--- src/rtl/instruction_fetch_unit_pkg.sv ---
// Shared constants and state encoding for the instruction fetch slice.
package cpu_pkg;

  localparam int unsigned DEFAULT_ADDR_W = 64;
  localparam logic [5:0]  OPC_B          = 6'b000101;
  localparam logic [31:0] HALT_WORD      = 32'h0;

  typedef logic [0:0] fetch_state_t;
  localparam fetch_state_t FS_RUN  = 1'b0;
  localparam fetch_state_t FS_HALT = 1'b1;

endpackage

--- src/rtl/instruction_fetch_unit_if.sv ---
// Fetch-side bus: instruction memory read port, execute redirect and decode handshake.
interface instruction_fetch_unit_if #(
  parameter int unsigned ADDR_W = 64
);
  logic [ADDR_W-1:0] imem_addr;
  logic [31:0]       imem_data;
  logic              redirect_valid;
  logic [ADDR_W-1:0] redirect_pc;
  logic              out_valid;
  logic              out_ready;
  logic [31:0]       out_instr;
  logic [ADDR_W-1:0] out_pc;
  logic              halted;

  modport master (
    output imem_addr,
    input  imem_data,
    input  redirect_valid,
    input  redirect_pc,
    output out_valid,
    input  out_ready,
    output out_instr,
    output out_pc,
    output halted
  );

  modport slave (
    input  imem_addr,
    output imem_data,
    output redirect_valid,
    output redirect_pc,
    input  out_valid,
    output out_ready,
    input  out_instr,
    input  out_pc,
    input  halted
  );
endinterface

--- src/rtl/instruction_fetch_unit_fetch_fifo.sv ---
// Small power-of-two FIFO holding {pc, instr} pairs between fetch and decode.
module fetch_fifo #(
  parameter int unsigned DEPTH = 2,
  parameter int unsigned WIDTH = 96
) (
  input  logic             clk,
  input  logic             rst,
  input  logic             push,
  input  logic             pop,
  input  logic             flush,
  input  logic [WIDTH-1:0] din,
  output logic             full,
  output logic             empty,
  output logic [WIDTH-1:0] head
);
  localparam int unsigned PTR_W = (DEPTH > 1) ? $clog2(DEPTH) : 1;
  localparam int unsigned CNT_W = $clog2(DEPTH + 1);

  logic [WIDTH-1:0] mem [DEPTH];
  logic [PTR_W-1:0] wptr_q, rptr_q;
  logic [CNT_W-1:0] count_q;

  assign full  = (count_q == CNT_W'(DEPTH));
  assign empty = (count_q == '0);
  // Empty head reads as zero so decode never sees stale entries.
  assign head  = empty ? '0 : mem[rptr_q];

  always_ff @(posedge clk) begin
    if (rst || flush) begin
      wptr_q  <= '0;
      rptr_q  <= '0;
      count_q <= '0;
    end else begin
      if (push) wptr_q <= wptr_q + 1'b1;
      if (pop)  rptr_q <= rptr_q + 1'b1;
      if (push && !pop)      count_q <= count_q + 1'b1;
      else if (!push && pop) count_q <= count_q - 1'b1;
    end
  end

  always_ff @(posedge clk) begin
    if (push && !rst && !flush) mem[wptr_q] <= din;
  end

endmodule

--- src/rtl/instruction_fetch_unit.sv ---
// Fetch stage: PC register, local B resolution, halt-on-zero FSM and decode queue.
module instruction_fetch_unit
  import cpu_pkg::*;
#(
  parameter logic [63:0] RESET_PC = 64'h0,
  parameter int unsigned DEPTH    = 2,
  parameter int unsigned ADDR_W   = DEFAULT_ADDR_W
) (
  input  logic                     CLK,
  input  logic                     Reset,
  instruction_fetch_unit_if.master bus
);
  logic [ADDR_W-1:0] pc_q, pc_d;
  fetch_state_t      state_q, state_d;

  logic              run, deq, fetch_en, push, is_halt, is_b;
  logic              full, empty;
  logic [ADDR_W-1:0] b_off;

  assign run      = (state_q == FS_RUN);
  assign deq      = bus.out_valid & bus.out_ready;
  assign fetch_en = run & ~bus.redirect_valid & (~full | deq);
  assign is_halt  = (bus.imem_data == HALT_WORD);
  assign is_b     = (bus.imem_data[31:26] == OPC_B);
  assign push     = fetch_en & ~is_halt;
  assign b_off    = {{(ADDR_W-28){bus.imem_data[25]}}, bus.imem_data[25:0], 2'b00};

  always_comb begin
    pc_d    = pc_q;
    state_d = state_q;
    if (bus.redirect_valid) begin
      pc_d    = bus.redirect_pc;
      state_d = FS_RUN;
    end else if (fetch_en) begin
      // The zero word parks the PC on itself so a later redirect is the only way out.
      if (is_halt)   state_d = FS_HALT;
      else if (is_b) pc_d    = pc_q + b_off;
      else           pc_d    = pc_q + ADDR_W'(4);
    end
  end

  always_ff @(posedge CLK) begin
    if (Reset) begin
      pc_q    <= RESET_PC[ADDR_W-1:0];
      state_q <= FS_RUN;
    end else begin
      pc_q    <= pc_d;
      state_q <= state_d;
    end
  end

  fetch_fifo #(
    .DEPTH (DEPTH),
    .WIDTH (ADDR_W + 32)
  ) u_fifo (
    .clk   (CLK),
    .rst   (Reset),
    .push  (push),
    .pop   (deq),
    .flush (bus.redirect_valid),
    .din   ({pc_q, bus.imem_data}),
    .full  (full),
    .empty (empty),
    .head  ({bus.out_pc, bus.out_instr})
  );

  assign bus.imem_addr = pc_q;
  assign bus.out_valid = ~empty;
  assign bus.halted    = (state_q == FS_HALT);

endmodule

--- src/flat_wrapper.sv ---
// flat-port wrapper written by rule: the top's interface ports become plain ports
module instruction_fetch_unit_flat import cpu_pkg::*;
#(
  parameter logic [63:0] RESET_PC = 64'h0,
  parameter int unsigned DEPTH    = 2,
  parameter int unsigned ADDR_W   = DEFAULT_ADDR_W
)
  (CLK, Reset, bus_imem_addr, bus_imem_data, bus_redirect_valid, bus_redirect_pc, bus_out_valid, bus_out_ready, bus_out_instr, bus_out_pc, bus_halted);
  instruction_fetch_unit_if #(.ADDR_W(ADDR_W)) bus_i ();
  input  logic CLK;
  input  logic Reset;
  output wire logic [$bits(bus_i.imem_addr)-1:0] bus_imem_addr;
  input wire logic [$bits(bus_i.imem_data)-1:0] bus_imem_data;
  input wire logic [$bits(bus_i.redirect_valid)-1:0] bus_redirect_valid;
  input wire logic [$bits(bus_i.redirect_pc)-1:0] bus_redirect_pc;
  output wire logic [$bits(bus_i.out_valid)-1:0] bus_out_valid;
  input wire logic [$bits(bus_i.out_ready)-1:0] bus_out_ready;
  output wire logic [$bits(bus_i.out_instr)-1:0] bus_out_instr;
  output wire logic [$bits(bus_i.out_pc)-1:0] bus_out_pc;
  output wire logic [$bits(bus_i.halted)-1:0] bus_halted;
  assign bus_imem_addr = bus_i.imem_addr;
  assign bus_i.imem_data = bus_imem_data;
  assign bus_i.redirect_valid = bus_redirect_valid;
  assign bus_i.redirect_pc = bus_redirect_pc;
  assign bus_out_valid = bus_i.out_valid;
  assign bus_i.out_ready = bus_out_ready;
  assign bus_out_instr = bus_i.out_instr;
  assign bus_out_pc = bus_i.out_pc;
  assign bus_halted = bus_i.halted;
  instruction_fetch_unit #(.RESET_PC(RESET_PC), .DEPTH(DEPTH), .ADDR_W(ADDR_W)) u_core (.CLK(CLK), .Reset(Reset), .bus(bus_i));
endmodule
--- config.mk ---
export PLATFORM = sky130hd
export DESIGN_NAME = instruction_fetch_unit_flat
export DESIGN_NICKNAME = d
export VERILOG_FILES = /design/src/rtl/instruction_fetch_unit_pkg.sv /design/src/rtl/instruction_fetch_unit_if.sv /design/src/rtl/instruction_fetch_unit_fetch_fifo.sv /design/src/rtl/instruction_fetch_unit.sv /design/src/flat_wrapper.sv
export SDC_FILE = /design/constraint.sdc
export NUM_CORES = 1
export LEC_CHECK = 0
export CAP_MARGIN = 10
export CORE_MARGIN = 1.5
export CORE_UTILIZATION = 53
export CTS_CLUSTER_SIZE = 24
export DETAILED_ROUTE_END_ITERATION = 10
export PLACE_DENSITY = 0.84
export RECOVER_POWER = 100
export SYNTH_ARGS = -nofsm -noshare
export SYNTH_HDL_FRONTEND = slang
export SYNTH_SLANG_ARGS = --single-unit
--- constraint.sdc ---
create_clock -name CLK -period 9.61 [get_ports CLK]
set_input_delay 1.4415 -clock CLK [delete_from_list [all_inputs] [get_ports CLK]]
set_output_delay 1.4415 -clock CLK [all_outputs]
set_load 0.1 [all_outputs]
==> run metrics <==
run status finished, violations left; violated checks capacitance limit, slew limit; worst reg2reg path startpoint u_core.u_fifo.count_q[0]$_SDFFE_PP0P_; dominant delay contributor by cell family on the critical path buffers and inverters; setup slack after layout 1.88 ns; Clock Skew roughly 0.024 ns; ratio of routed vias to standard cells 6.29; maximum ir drop on the vdd rail 0.173 mV; arrival time at the worst endpoint about 8 ns; Post-Synth Adder-Cell Area 0.0242; cell-by-cell listing of the critical path dlygate4sd3_1, nor4_1, clkbuf_1, nand4_1, nor2_1, or4_2, clkinv_1, clkbuf_1, and3_1, clkbuf_2; dominant cell type by area after synthesis edfxtp_1; mux cell area share after synthesis 0.0830; final critical-path share of the clock period 0.804; die width 167 µm; Final nets 1744; number of global-route vias before repair 11900; Largest stage delay, worst path 1.66 ns; cell area after synthesis 14300 µm²; final max-slew violation count 308; Setup WS pre-CTS 2.87 ns; number of hold-slack violations in the final timing report 0; number of nets with antenna violations after routing 0; number of DRC violations after detailed routing 0; largest fanout on the critical path 58; deepest level of the CTS H-tree 1; routed len/inst 21.4 µm; fraction of the mapped netlist area in simple logic gates 0.193; number of violations of the max-capacitance limit 7; most used cell, CP clkbuf_1; dpl cell area 17000 µm²; die boundary height around 170 µm; total wirelength of the detailed-routed design between 40000 and 50000 µm; ANT cells 0; CTS tree built; CTS clk-pin slew, worst paths 0.06 ns; number of unique standard cell types used by synthesis 85; Worst EP required between 9 and 10 ns; antenna violations before repair 0; number of detailed-routing iterations run before antenna repair 6; main combinational cell family by area after synthesis simple AND/OR/NAND/NOR gates; Hold Worst Slack 0.491 ns; remaining global-route overflow 0; crit path max-delay cell type and3_1; count of warnings emitted by yosys 0; fraction of layout instances using a drive strength above 1 0.0501; cell count after synthesis 1416; post-detailed-placement half-perimeter wirelength 29500 µm; Resize count post-CTS 0; count of port buffers added during placement 261; Area contributors post-synth edfxtp_1, dfxtp_1, mux2i_1, nor2_1, a21oi_1; total nets after synthesis 1543; RD Place Congestion just under 1; filler instances slightly below 2000; number of violations reported at the end of detailed-routing iteration 0 1367; later-pin clock latency in the skew report 0.55 ns; number of clock sinks 262; top-level port count 262; # rows slightly below 60; power per cell area approximately 180 nW/µm²; cts-stage hold buffer count 0; synthesized-area fraction occupied by ao, oa, aoi and oai cells 0.143; vias post-DR 12400; number of buffers added by the clock tree synthesis step 27; start point of the critical path bus_imem_data[29]; Final Cell Area 17800 µm²; layout overhead on the synthesized area 25.0%; XOR/XNOR share of the synthesized area 0.0209; number of buffers and inverters on the critical path 5; Async SR Flop Fraction 0; CP endpoint kind flip-flop; number of flops mapped to enable cells by yosys 192; wire length of the first global-routing pass around 66000 µm; most numerous cell types in the synthesized netlist nor2_1, edfxtp_1, mux2i_1; total core area about 26000 µm²; post-route setup TNS 0 ns; clk root buf clkbuf_16; Initial Util 0.543; class of the tightest hold or removal check flip-flop to flip-flop; total track usage 0.296; final period demand of the worst path 7.73 ns; synthesized flop and latch total 262; most frequent cell after synthesis nor2_1; RSZ-0062 raised after global routing no; worst rel slew slack -1.37; crit path launch type primary input; fmax 0.129 GHz; start-to-end type of the worst setup path primary input to flip-flop; maximum count of clock buffers along a single path 3; pin count of the biggest net entering global routing a little over 70; source of the worst hold timing path u_core.bus.imem_addr[0]$_SDFFE_PP0P_; leakage dissipation 6.46 nW; Post-CTS Repair Setup Buffers 0; endpoints failing setup 0; Top FF cell, synth edfxtp_1; syn_area_per_cell 10.1 µm²; Least-Margin Pin Slew 3.55 ns; die footprint 27900 µm²; post-synthesis sequential area ratio 0.502; Synth top area share 0.404
-- cell type report --
class,instances,area [µm²],area share
Sequential cell,262,7170,0.402
Clock inverter,18,221,0.0124
Tap cell,335,419,0.0235
Inverter,18,67.6,0.00379
Clock buffer,32,704,0.0395
Multi-Input combinational cell,1031,6550,0.367
Timing Repair Buffer,277,2710,0.152
-- registers in the layout, summed over array words and instances, names as in the netlist, named ones only --
name,count
u_core.bus.imem_addr,64
u_core.bus.halted,1
u_core.u_fifo.mem,192
u_core.u_fifo.count_q,2
u_core.u_fifo.rptr_q,1
u_core.u_fifo.wptr_q,1
-- routing by layer --
metal	up-vias	global-route usage	wire length (µm)
li1	5718	-	-
met3	84	0.0555	3600
met2	594	0.481	19800
met5	-	0	0
met1	6015	0.404	17900
met4	0	0.0885	1010
-- cell usage in the layout, fill, tap and decap left out, types with 7 or more instances in the layout --
cell type / count
nor2_1: 201
dlygate4sd3_1: 192
edfxtp_1: 192
mux2i_1: 115
nand2_1: 102
a21oi_1: 88
dfxtp_1: 69
clkdlybuf4s50_1: 67
o21ai_0: 39
nand3_1: 35
nor3_1: 31
nand4_1: 29
and2_1: 29
nor4_1: 28
a31oi_1: 28
a22oi_1: 28
clkbuf_16: 27
ha_1: 26
and3_1: 23
inv_1: 17
xnor2_1: 17
xor2_1: 17
or3_1: 16
or4_1: 15
a221oi_1: 14
o211ai_1: 13
a21o_1: 10
clkbuf_1: 10
buf_4: 9
nor4b_1: 7
o22ai_1: 7
clkinv_2: 7
-- path summary, 6_finish.rpt --
kind / to / slack (ns) / cells past startpoint
setup / recovery: u_core.u_fifo.mem[1][71]$_DFFE_PP_ / 1.88 / 10
hold / removal: u_core.u_fifo.mem[1][32]$_DFFE_PP_ / 0.49 / 0
setup reg to reg: u_core.u_fifo.mem[1][71]$_DFFE_PP_ / 3.82 / 6
hold reg to reg: u_core.u_fifo.mem[1][32]$_DFFE_PP_ / 0.49 / 0
-- through the flow --
step / power (mW) / utilization / instances
2_1_floorplan: 1.85 / - / 1416
3_3_place_gp: 2.06 / 0.648 / 1922
3_5_place_dp: 2.07 / 0.648 / 1922
4_1_cts: 3.16 / 0.683 / 1972
5_1_grt: 3.23 / 0.679 / 1973
6_report: 3.13 / 0.679 / 1973
-- kinds of logic after synthesis --
family,Yosys count
DFF,262
buffers and inverters,123
adders and majority gates,27
AOI/OAI and AO/OA,296
and+or+nand+nor,556
xor gates and xnor gates,34
muxes,118
-- power breakdown --
group	internal (mW)	switching, mW	leakage (nW)	total (mW)
clock	0.658	0.446	0.456	1.10
combinational	0.169	0.543	3.68	0.712
sequential	1.25	0.0597	2.32	1.31
total	2.08	1.05	6.46	3.13
Power figures use the tool's default switching activity.
